**config.mk**
```make
export PLATFORM = sky130hd
export DESIGN_NAME = mod_counter
export DESIGN_NICKNAME = d
export VERILOG_FILES = /design/src/rtl/mod_counter_pkg.sv /design/src/rtl/mod_counter_next.sv /design/src/rtl/mod_counter.sv
export SDC_FILE = /design/constraint.sdc
export NUM_CORES = 1
export LEC_CHECK = 0
export CAP_MARGIN = 40
export CORE_ASPECT_RATIO = 0.6
export CORE_MARGIN = 2
export CORE_UTILIZATION = 40
export CTS_CLUSTER_DIAMETER = 60
export CTS_CLUSTER_SIZE = 10
export DETAILED_ROUTE_END_ITERATION = 10
export PLACE_DENSITY = 0.68
export SYNTH_ARGS = -nofsm -noshare
export SYNTH_HDL_FRONTEND = slang
export SYNTH_SLANG_ARGS = --single-unit
```
**constraint.sdc**
```tcl
create_clock -name clk -period 4.9 [get_ports clk]
set_clock_uncertainty 0.1 [all_clocks]
set_input_delay 0.735 -clock clk [delete_from_list [all_inputs] [get_ports clk]]
set_output_delay 0.735 -clock clk [all_outputs]
set_load 0.02 [all_outputs]
```
**src/rtl/mod_counter_pkg.sv**
```systemverilog
// mod_counter shared constants.
// Mode and direction encodings used by the counter and its next-value logic.
package mod_counter_pkg;

  localparam bit MODE_WRAP = 1'b0;
  localparam bit MODE_SAT  = 1'b1;

  localparam logic DIR_UP   = 1'b1;
  localparam logic DIR_DOWN = 1'b0;

endpackage

```
**src/rtl/mod_counter_next.sv**
```systemverilog
// mod_counter next-value logic.
// Pure combinational: step value, terminal count, bound event, load clamp.
module mod_counter_next
  import mod_counter_pkg::*;
#(
  parameter int          WIDTH    = 8,
  parameter int unsigned MAX_VAL  = 255,
  parameter bit          SATURATE = MODE_WRAP
) (
  input  logic [WIDTH-1:0] cur,
  input  logic             up,
  input  logic             count,
  input  logic [WIDTH-1:0] load_val,
  output logic             tc,
  output logic             bound,
  output logic [WIDTH-1:0] step_val,
  output logic [WIDTH-1:0] load_clamp
);

  localparam logic [WIDTH-1:0] MAXV = WIDTH'(MAX_VAL);

  always_comb begin
    tc       = 1'b0;
    step_val = cur;
    unique case (up)
      DIR_UP: begin
        tc = (cur == MAXV);
        if (!tc)
          step_val = cur + 1'b1;
        else if (SATURATE == MODE_WRAP)
          step_val = '0;
      end
      DIR_DOWN: begin
        tc = (cur == '0);
        if (!tc)
          step_val = cur - 1'b1;
        else if (SATURATE == MODE_WRAP)
          step_val = MAXV;
      end
      default: ;
    endcase
  end

  assign bound = count & tc;

  assign load_clamp = (load_val > MAXV) ? MAXV : load_val;

endmodule

```
**src/rtl/mod_counter.sv**
```systemverilog
// mod_counter: up/down modulo counter with wrap/saturate modes.
// Registers and priority muxing only; arithmetic lives in mod_counter_next.
module mod_counter
  import mod_counter_pkg::*;
#(
  parameter int          WIDTH    = 8,
  parameter int unsigned MAX_VAL  = 255,
  parameter bit          SATURATE = MODE_WRAP
) (
  input  logic             clk,
  input  logic             rst,
  input  logic             clr,
  input  logic             load,
  input  logic [WIDTH-1:0] load_val,
  input  logic             count,
  input  logic             up,
  output logic [WIDTH-1:0] counter_out,
  output logic             tc,
  output logic             wrap_pulse,
  output logic             ovf
);

  if (WIDTH < 2 || WIDTH > 32 || MAX_VAL == 0 ||
      64'(MAX_VAL) > ((64'd1 << WIDTH) - 64'd1)) begin : g_param_err
    $error("mod_counter: MAX_VAL/WIDTH combination out of range");
  end

  logic             bound;
  logic [WIDTH-1:0] step_val;
  logic [WIDTH-1:0] load_clamp;

  mod_counter_next #(
    .WIDTH    (WIDTH),
    .MAX_VAL  (MAX_VAL),
    .SATURATE (SATURATE)
  ) u_next (
    .cur        (counter_out),
    .up         (up),
    .count      (count),
    .load_val   (load_val),
    .tc         (tc),
    .bound      (bound),
    .step_val   (step_val),
    .load_clamp (load_clamp)
  );

  always_ff @(posedge clk) begin
    if (!rst) begin
      counter_out <= '0;
      wrap_pulse  <= 1'b0;
      ovf         <= 1'b0;
    end else if (clr) begin
      counter_out <= '0;
      wrap_pulse  <= 1'b0;
      ovf         <= 1'b0;
    end else if (load) begin
      counter_out <= load_clamp;
      wrap_pulse  <= 1'b0;
    end else if (count) begin
      counter_out <= step_val;
      wrap_pulse  <= bound;
      ovf         <= ovf | bound;
    end else begin
      wrap_pulse  <= 1'b0;
    end
  end

endmodule

```
==> metrics.md <==
| Metric | Value |
|---|---|
| Fmax | `about 280 MHz` |
| # IOs | `25` |
| WP data arrival | `2770 ps` |
| Setup_tns | `0 ps` |
| Diode count | `0` |
| Leak | `0.000440 uW` |
| Via Count | `about 940` |
| Placed insts | `roughly 160` |
| Clk slew on worst S/H paths | `70 ps` |
| DR WL/cell | `between 10 and 15 um` |
| Final hold violations | `0` |
| CTS buffer count | `3` |
| Vias in the first global route | `between 800 and 900` |
| Initial antenna violation count | `0` |
| Resized Gates After CTS | `0` |
| Mean post-synth cell area | `approximately 7.7 um2` |
| DRT met1 WL | `1.16 mm` |
| H-Tree Depth | `1` |
| Clock sinks | `10` |
| Largest net degree at the start of global routing | `15` |
| Row count | `13` |
| Die height | `between 40 and 50 um` |
| Status | `finished, final reports clean` |
| Final Non-Filler Cells | `165` |
| Gp weighted congestion | `0.902` |
| Number of vias per cell | `5.71` |
| Routed Antenna Nets | `0` |
| VDD IR-drop max | `roughly 130 uV` |
| Number of synthesized register bits | `10` |
| EDFF count, synth | `0` |
| Synth cell types | `46` |
| Initial DRC count | `55` |
| GRT Util Overall | `20.4%` |
| WL final | `~2.4 mm` |
| Post-Syn Nets | `between 100 and 150` |
| Post-Syn Instances | `113` |
| Root Driver | `clkbuf_4` |
| Slew Viols, Final | `0` |
| Crit share post-route | `73.6%` |
| Worst Tran Pin Value | `around 670 ps` |
| Final min period | `3600 ps` |
| CP Max Fanout | `13` |
| Starting Density | `41.3%` |
| Worst slew margin | `55.1%` |
| Post-CTS Setup Bufs | `0` |
| Share of layout cells above drive strength 1 | `between 10 and 15%` |
| Clock buffer depth | `2` |
| RSZ-0062 raised after global routing | `false` |
| Met2 routed WL | `1.01 mm` |
| Number of hold buffers added after CTS | `0` |
| Core area | `0.00211 mm2` |
| Max_cap viols | `0` |
| Critical Path Sink Type | `output pin` |
| Layout Area Growth over Synthesis | `33.0%` |
| Clk Latency, worst-skew pair | `about 280 ps` |
| DR pass1 iterations | `4` |
| Setup WS pre-CTS | `approximately 1400 ps` |
| Worst Hold Class | `flip-flop to flip-flop` |
| CP required | `4070 ps` |
| Dpl hpwl | `approximately 1.7 mm` |
| Grt total ovfl | `0` |
| Post-synth ARST share | `0%` |
| PortBufs | `24` |
| Cell Pwr Density | `around 210 mW/mm2` |
| Width of the chip | `around 64 um` |
| Slack of the critical path | `1300 ps` |
| Die area | `0.00259 mm2` |
| Most frequent cells in the layout | `clkdlybuf4s50_1, nand2_1, dfxtp_1` |
| Startpoint types | `input port` |
| Mapped cell area | `873 um2` |
| # nets final | `153` |
| First-pass GRT wire length | `3.88 mm` |
| Ys flop type | `dfxtp_1` |
| Final Setup Violations | `0` |
| Register area share after synthesis | `a little under a quarter` |
| Synthesis warning total | `0` |
| Most common cell after layout, fill and taps aside | `clkdlybuf4s50_1` |
| CTS tree | `built` |
| Critical path class | `input port to output pin` |
| Wire length on met3 | `197 um` |
| Max layer used | `met4` |
| # DRC | `0` |
| Finished Core Util | `between 50% and 60%` |
[per-stage QoR]
stage / power [uW] / instance area [um2] / hold WS (ps)
global placement: 166 / 1120 / 339
CTS: 246 / 1160 / 367
detailed placement: 166 / 1120 / 345
floorplan: 139 / 873 / 472
finish: 245 / 1160 / 367
global route: 258 / 1160 / 383
[registers in the layout, indices dropped and copies added, names as in the netlist]
name         cells
counter_out      8
ovf              1
wrap_pulse       1
[final timing paths]
path                                     from                     endpoint  slack (ps)  depth (start not counted)
setup / recovery                           up                           tc        1300                          5
hold / removal               ovf$_SDFFE_PP0P_             ovf$_SDFFE_PP0P_         370                          1
setup reg to reg  counter_out[0]$_SDFFE_PP0P_  counter_out[0]$_SDFFE_PP0P_        2740                          6
hold reg to reg              ovf$_SDFFE_PP0P_             ovf$_SDFFE_PP0P_         370                          1
[cells in the mapped netlist, types with 2 or more instances]
cell	n	area [um2]
a21o_1	2	15.0
a21oi_1	7	35.0
and2_1	2	12.5
and3_1	2	12.5
buf_2	3	15.0
clkbuf_1	2	7.51
dfxtp_1	10	200
ha_1	3	37.5
inv_1	6	22.5
nand2_1	11	41.3
nand2b_1	3	18.8
nand3_1	3	15.0
nand4_1	2	12.5
nor2_1	4	15.0
nor2b_1	2	12.5
nor3_1	6	30.0
nor4_1	2	12.5
o211ai_1	2	15.0
o21ai_0	7	35.0
o311a_1	2	20.0
o31a_1	2	17.5
or2_2	3	18.8
or3_1	2	12.5
xor2_1	3	26.3
[kinds of logic after synthesis]
group | after synthesis | synth area share, %
simple gates | 49 | 34.1
compound gates | 34 | 27.9
buf+inv | 12 | 5.59
flops | 10 | 22.9
xor+xnor | 4 | 4.01
fa+ha+maj | 3 | 4.30
mux | 1 | 1.15
[layout make-up]
class,count,area (um2)
fillers,213,953
multi-input cells,91,624
repair buffers,24,240
flip-flops and latches,10,200
well taps,30,37.5
clock buffers,4,36.3
inverters,6,22.5
[power by group]
part,total (uW),switching [uW],internal [uW]
combinational,72.4,36.1,36.3
clock,78.5,33.3,45.2
sequential,93.8,9.14,84.7
total,245,78.6,166
[worst max-delay path, cell delays in order]
cell	delay [ps]
clkdlybuf4s50_1	750
nand2_1	200
or3_4	380
nand2_1	90
clkdlybuf4s50_1	610
[per-layer routing]
layer,global-route usage (%),vias up
li1,-,460
met1,26.2,428
met2,34.1,44
met3,6.74,10
met4,5.32,0
met5,0,-
Power figures use the tool's default switching activity.
